===== config.mk =====
export PLATFORM = sky130hd
export DESIGN_NAME = game_sequencer
export DESIGN_NICKNAME = d
export VERILOG_FILES = /design/src/rtl/flappy_pkg.sv /design/src/rtl/button_conditioner.sv /design/src/rtl/game_sequencer.sv
export SDC_FILE = /design/constraint.sdc
export NUM_CORES = 1
export LEC_CHECK = 0
export CAP_MARGIN = 20
export CORE_MARGIN = 8
export CORE_UTILIZATION = 40
export CTS_BUF_LIST = sky130_fd_sc_hd__clkbuf_8
export CTS_CLUSTER_DIAMETER = 30
export DETAILED_ROUTE_END_ITERATION = 6
export MAX_ROUTING_LAYER = met4
export PLACE_DENSITY = 0.66
export REMOVE_ABC_BUFFERS = 1
export SKIP_LAST_GASP = 1
export SYNTH_ARGS = -nofsm -noshare
export SYNTH_HDL_FRONTEND = slang
export SYNTH_SLANG_ARGS = --single-unit
export TNS_END_PERCENT = 10

===== constraint.sdc =====
create_clock -name clk -period 2.3 [get_ports clk]
set_input_delay 0.46 -clock clk [delete_from_list [all_inputs] [get_ports clk]]
set_output_delay 0.46 -clock clk [all_outputs]
set_load 0.01 [all_outputs]

===== src/rtl/flappy_pkg.sv =====
// Shared definitions for the flappy game sequencer: state encoding, state
// width and banner blink period.
package flappy_pkg;

  localparam int unsigned STATE_W = 3;

  typedef logic [STATE_W-1:0] state_t;

  localparam state_t ST_IDLE  = 3'd0;
  localparam state_t ST_READY = 3'd1;
  localparam state_t ST_PLAY  = 3'd2;
  localparam state_t ST_HIT   = 3'd3;
  localparam state_t ST_OVER  = 3'd4;

  localparam int unsigned BLINK_PERIOD = 16;
  localparam int unsigned BLINK_W      = $clog2(BLINK_PERIOD);

endpackage


===== src/rtl/button_conditioner.sv =====
// Player button conditioning: 2-flop synchroniser, rising-edge detect and a
// frame-counted lockout that discards (never queues) presses while active.
module button_conditioner #(
  parameter int unsigned LOCKOUT_FRAMES = 2
) (
  input  logic clk,
  input  logic rst_n,
  input  logic button_i,
  input  logic frame_tick_i,
  input  logic accept_en_i,
  output logic press_o
);

  logic       sync1_q, sync2_q, prev_q, press_q;
  logic [3:0] lock_q, lock_d;
  logic       rise, accept;

  assign rise   = sync2_q & ~prev_q;
  assign accept = rise & accept_en_i & (lock_q == '0);

  always_comb begin
    lock_d = lock_q;
    if (accept) begin
      lock_d = 4'(LOCKOUT_FRAMES);
    end else if (frame_tick_i && (lock_q != '0)) begin
      lock_d = lock_q - 4'd1;
    end
  end

  always_ff @(posedge clk or negedge rst_n) begin
    if (!rst_n) begin
      sync1_q <= 1'b0;
      sync2_q <= 1'b0;
      prev_q  <= 1'b0;
      press_q <= 1'b0;
      lock_q  <= '0;
    end else begin
      sync1_q <= button_i;
      sync2_q <= sync1_q;
      prev_q  <= sync2_q;
      press_q <= accept;
      lock_q  <= lock_d;
    end
  end

  assign press_o = press_q;

endmodule


===== src/rtl/game_sequencer.sv =====
// Flappy game sequencer: IDLE/READY/PLAY/HIT/OVER FSM driven by frame ticks
// derived from v_sync. Define HISCORE_EN to build the high-score register.
module game_sequencer
  import flappy_pkg::*;
#(
  parameter int unsigned READY_FRAMES   = 60,
  parameter int unsigned HIT_FRAMES     = 30,
  parameter int unsigned LOCKOUT_FRAMES = 2
) (
  input  logic               clk,
  input  logic               rst_n,
  input  logic               v_sync,
  input  logic               game_button,
  input  logic               collide,
  input  logic [7:0]         score_in,
  output logic               run_en,
  output logic               physics_rst,
  output logic               flap,
  output logic [STATE_W-1:0] state,
  output logic               blink,
  output logic [7:0]         hi_score
);

  logic               vs_q, tick_q;
  logic               press;
  state_t             state_q, state_d;
  logic [7:0]         cnt_q, cnt_d, cnt_inc;
  logic [BLINK_W-1:0] bcnt_q, bcnt_d;
  logic               blink_q, blink_d;
  logic               run_en_q, run_en_d;
  logic               prst_q, prst_d;
  logic               flap_q, flap_d;

  button_conditioner #(
    .LOCKOUT_FRAMES(LOCKOUT_FRAMES)
  ) u_button (
    .clk          (clk),
    .rst_n        (rst_n),
    .button_i     (game_button),
    .frame_tick_i (tick_q),
    .accept_en_i  (state_q != ST_HIT),
    .press_o      (press)
  );

  assign cnt_inc = cnt_q + 8'd1;

  always_comb begin
    state_d = state_q;
    cnt_d   = cnt_q;
    bcnt_d  = bcnt_q;
    blink_d = blink_q;
    prst_d  = 1'b0;
    flap_d  = 1'b0;
    case (state_q)
      ST_IDLE: begin
        if (press) begin
          state_d = ST_READY;
          cnt_d   = '0;
          prst_d  = 1'b1;
        end
      end
      ST_READY: begin
        if (tick_q) begin
          if (cnt_inc == 8'(READY_FRAMES)) begin
            state_d = ST_PLAY;
            cnt_d   = '0;
          end else begin
            cnt_d = cnt_inc;
          end
        end
      end
      ST_PLAY: begin
        // collision takes priority over a press arriving in the same cycle
        if (collide) begin
          state_d = ST_HIT;
          cnt_d   = '0;
        end else if (press) begin
          flap_d = 1'b1;
        end
      end
      ST_HIT: begin
        if (tick_q) begin
          if (cnt_inc == 8'(HIT_FRAMES)) begin
            state_d = ST_OVER;
            cnt_d   = '0;
            bcnt_d  = '0;
            blink_d = 1'b1;
          end else begin
            cnt_d = cnt_inc;
          end
        end
      end
      ST_OVER: begin
        if (press) begin
          state_d = ST_READY;
          cnt_d   = '0;
          bcnt_d  = '0;
          blink_d = 1'b0;
          prst_d  = 1'b1;
        end else if (tick_q) begin
          bcnt_d = bcnt_q + BLINK_W'(1);
          if (bcnt_q == BLINK_W'(BLINK_PERIOD - 1)) begin
            blink_d = ~blink_q;
          end
        end
      end
      default: begin
        state_d = ST_IDLE;
        cnt_d   = '0;
        bcnt_d  = '0;
        blink_d = 1'b0;
      end
    endcase
    run_en_d = (state_d == ST_PLAY);
  end

  always_ff @(posedge clk or negedge rst_n) begin
    if (!rst_n) begin
      vs_q     <= 1'b0;
      tick_q   <= 1'b0;
      state_q  <= ST_IDLE;
      cnt_q    <= '0;
      bcnt_q   <= '0;
      blink_q  <= 1'b0;
      run_en_q <= 1'b0;
      prst_q   <= 1'b0;
      flap_q   <= 1'b0;
    end else begin
      vs_q     <= v_sync;
      tick_q   <= vs_q & ~v_sync;
      state_q  <= state_d;
      cnt_q    <= cnt_d;
      bcnt_q   <= bcnt_d;
      blink_q  <= blink_d;
      run_en_q <= run_en_d;
      prst_q   <= prst_d;
      flap_q   <= flap_d;
    end
  end

`ifdef HISCORE_EN
  logic [7:0] hi_q;

  always_ff @(posedge clk or negedge rst_n) begin
    if (!rst_n) begin
      hi_q <= '0;
    end else if ((state_q == ST_HIT) && (state_d == ST_OVER) && (score_in > hi_q)) begin
      hi_q <= score_in;
    end
  end

  assign hi_score = hi_q;
`else
  logic unused_score;
  assign unused_score = ^score_in;
  assign hi_score     = '0;
`endif

  assign run_en      = run_en_q;
  assign physics_rst = prst_q;
  assign flap        = flap_q;
  assign state       = state_q;
  assign blink       = blink_q;

endmodule


==> results_dict.tcl <==
set metrics [dict create \
    hp-start "u_button.sync1_q" \
    num_rows 23 \
    placed_area_mm2 0.00178 \
    status "complete, no violations" \
    slowest_stage "dfrtp_2" \
    fmax_mhz 453 \
    final_layout_size_suffix_gt1_frac 0.130 \
    ant_nets 0 \
    avgSynthCellArea_um2 9.42 \
    htreeDepth 2 \
    path_class "register to register" \
    rr_endpoint "bcnt_q[1]" \
    cts.clk_slew.worst_paths_ns 0.07 \
    min_to "u_button.sync2_q" \
    synth_ff_type "dfrtp_1" \
    drt-initial-drc-count 76 \
    post-place-ws_ns 0.0410 \
    utilization 0.479 \
    fin_crit_ns 2.21 \
    synth_area_leader_cell "dfrtp_1" \
    ys_types 48 \
    yosysMostFrequentCell "dfrtp_1" \
    antenna_cells 0 \
    ys_warn_count 0 \
    holdBufCountCts 0 \
    grt_max_degree 30 \
    yosys-top-cells-count "dfrtp_1, nand2_1, o21ai_0" \
    cp-end-kind "register" \
    r2r_cells 7 \
    synth_area_leaders "dfrtp_1, nand2_1, o21ai_0, ha_1, buf_4" \
    antenna_found_initial 0 \
    synth_cells 172 \
    num_io_pins 28 \
    min_period_over_period 0.960 \
    ctsLongestPathBuffers 2 \
    grt_pass1_wl_um 5970 \
    overflow 0 \
    cts_root_buf "clkbuf_8" \
    crit_path_max_fanout 6 \
    firstDrtPassIters 4 \
    grt_pass1_vias 1284 \
    drc_errors 0 \
    hold_depth 0 \
    die_area_mm2 0.00634 \
    core_area_mm2 0.00394 \
    cp-start-kind "register" \
    insertion_delay_ns 0.28 \
    cp.arrival_ns 2.38 \
    setup-violations-final 0 \
    rsz0062_at_grt "true" \
    syn_area_mm2 0.00162 \
    synth_top_area_share 0.448 \
    final_cell_area_mm2 0.00189 \
    place.gp.congestion 0.870 \
    finClkSkew_ns 0.00754 \
    via_count 1285 \
    routed_via_density 5.31 \
    ir_drop_uv 266 \
    port_buffers 11 \
    hold_viol_final 0 \
    synth_edf_count 0 \
    hp-class "register to register" \
    layout.cells.non_filler 242 \
    grt_usage 0.123 \
    regToRegSetupSlack_ns 0.09 \
    setup_tns_ns 0 \
    routed_wl_um 3350 \
    syn_to_final_growth_pct 16.4 \
    power_mw 1.49 \
    seq_area_frac_synth 0.448 \
    timing.rr.start "cnt_q[1]" \
    synth-async-reset-ratio 1.00 \
    routedWlPerCell_um 13.8 \
    dp.cells 232 \
    power_leakage_nw 0.794 \
    start_util 0.411 \
    nets 209 \
    drv_cap 0 \
    synth-seq-cells 29 \
    cts_tree "built" \
    die_w_um 79.6 \
    cellPowerDensity_mw_per_mm2 790 \
    slowest_delay_ns 0.45 \
    die_y_um 79.6 \
    crit_required_ns 2.47 \
    worstPathCellList "ha_1 > and4_1 > or3_1 > a22oi_4 > nand4_4 > a21oi_4 > mux2_1" \
    setup_slack_ns 0.0923 \
    hpwl_um 2450 \
    cts_buffers 5 \
    holdWs_ns 0.356 \
    cts.sinks 29 \
    drv_slew 0 \
]
report_power, final:
group | total [mW] | switching, mW | internal, mW
Sequential | 0.676 | 0.0932 | 0.583
Clock | 0.409 | 0.201 | 0.208
Combinational | 0.406 | 0.216 | 0.189
worst max path at each step:
stage	from	to
floorplan	cnt_q[0]	bcnt_q[1]
global placement	cnt_q[1]	bcnt_q[1]
detailed placement	cnt_q[1]	bcnt_q[1]
CTS	cnt_q[1]	bcnt_q[1]
global route	cnt_q[0]	bcnt_q[1]
finish	cnt_q[1]	bcnt_q[1]
layout make-up:
cell class	count	area, um2
clock inverters	3	17.5
repair buffers	20	178
flip-flops and latches	29	727
inverters	7	26.3
well taps	50	62.6
fillers	363	2060
clock buffers	5	68.8
multi-input cells	128	807
layout by cell type, fill, tap and decap left out, types with 6 or more instances in the layout:
cell type and n:
nor2_1 6, conb_1 8, a21oi_1 10, buf_4 9, nand3_1 7, inv_1 7, nand2_1 23, dfrtp_1 28
clkdlybuf4s50_1 11, o21ai_0 16
critical path: cells and delay by family, from the launching register on:
family	cells	cell delay, ns
flip-flops	1	0.45
multiplexers	1	0.33
adder cells (fa/ha/maj)	1	0.24
AO/OA/AOI/OAI	2	0.39
AND/OR/NAND/NOR	3	0.69
layer usage:
layer  up-vias  routed length (um)  GRT usage  share of wire
li1        631                   -          -              -
met1       632                1470      0.141           0.44
met2        15                1720      0.199           0.51
met3         7                  96     0.0248          0.029
met4         0                  60     0.0667          0.018
met5         -                   0          -              0
state kept, by name (all words and copies together) (netlist names), 3 cells and up:
| signal | cells |
|---|---|
| cnt_q | 8 |
| state | 3 |
| u_button.lock_q | 4 |
| bcnt_q | 4 |
logic make-up after synthesis:
| kind of cell | after synthesis | share of synthesized area |
|---|---|---|
| AOI/OAI and AO/OA | 41 | 0.171 |
| xor gates and xnor gates | 2 | 0.0108 |
| adders and majority gates | 5 | 0.0386 |
| buffers and inverters | 22 | 0.0749 |
| DFF | 29 | 0.448 |
| muxes | 3 | 0.0193 |
| other | 1 | 0.00231 |
| and+or+nand+nor | 69 | 0.235 |
timing repair:
action                                  in CTS  in global routing
buffers inserted                             0                  2
gates resized for setup                      0                  2
endpoints found under the setup margin       0                  3
Note: power is estimated with default switching activity, not from simulation.
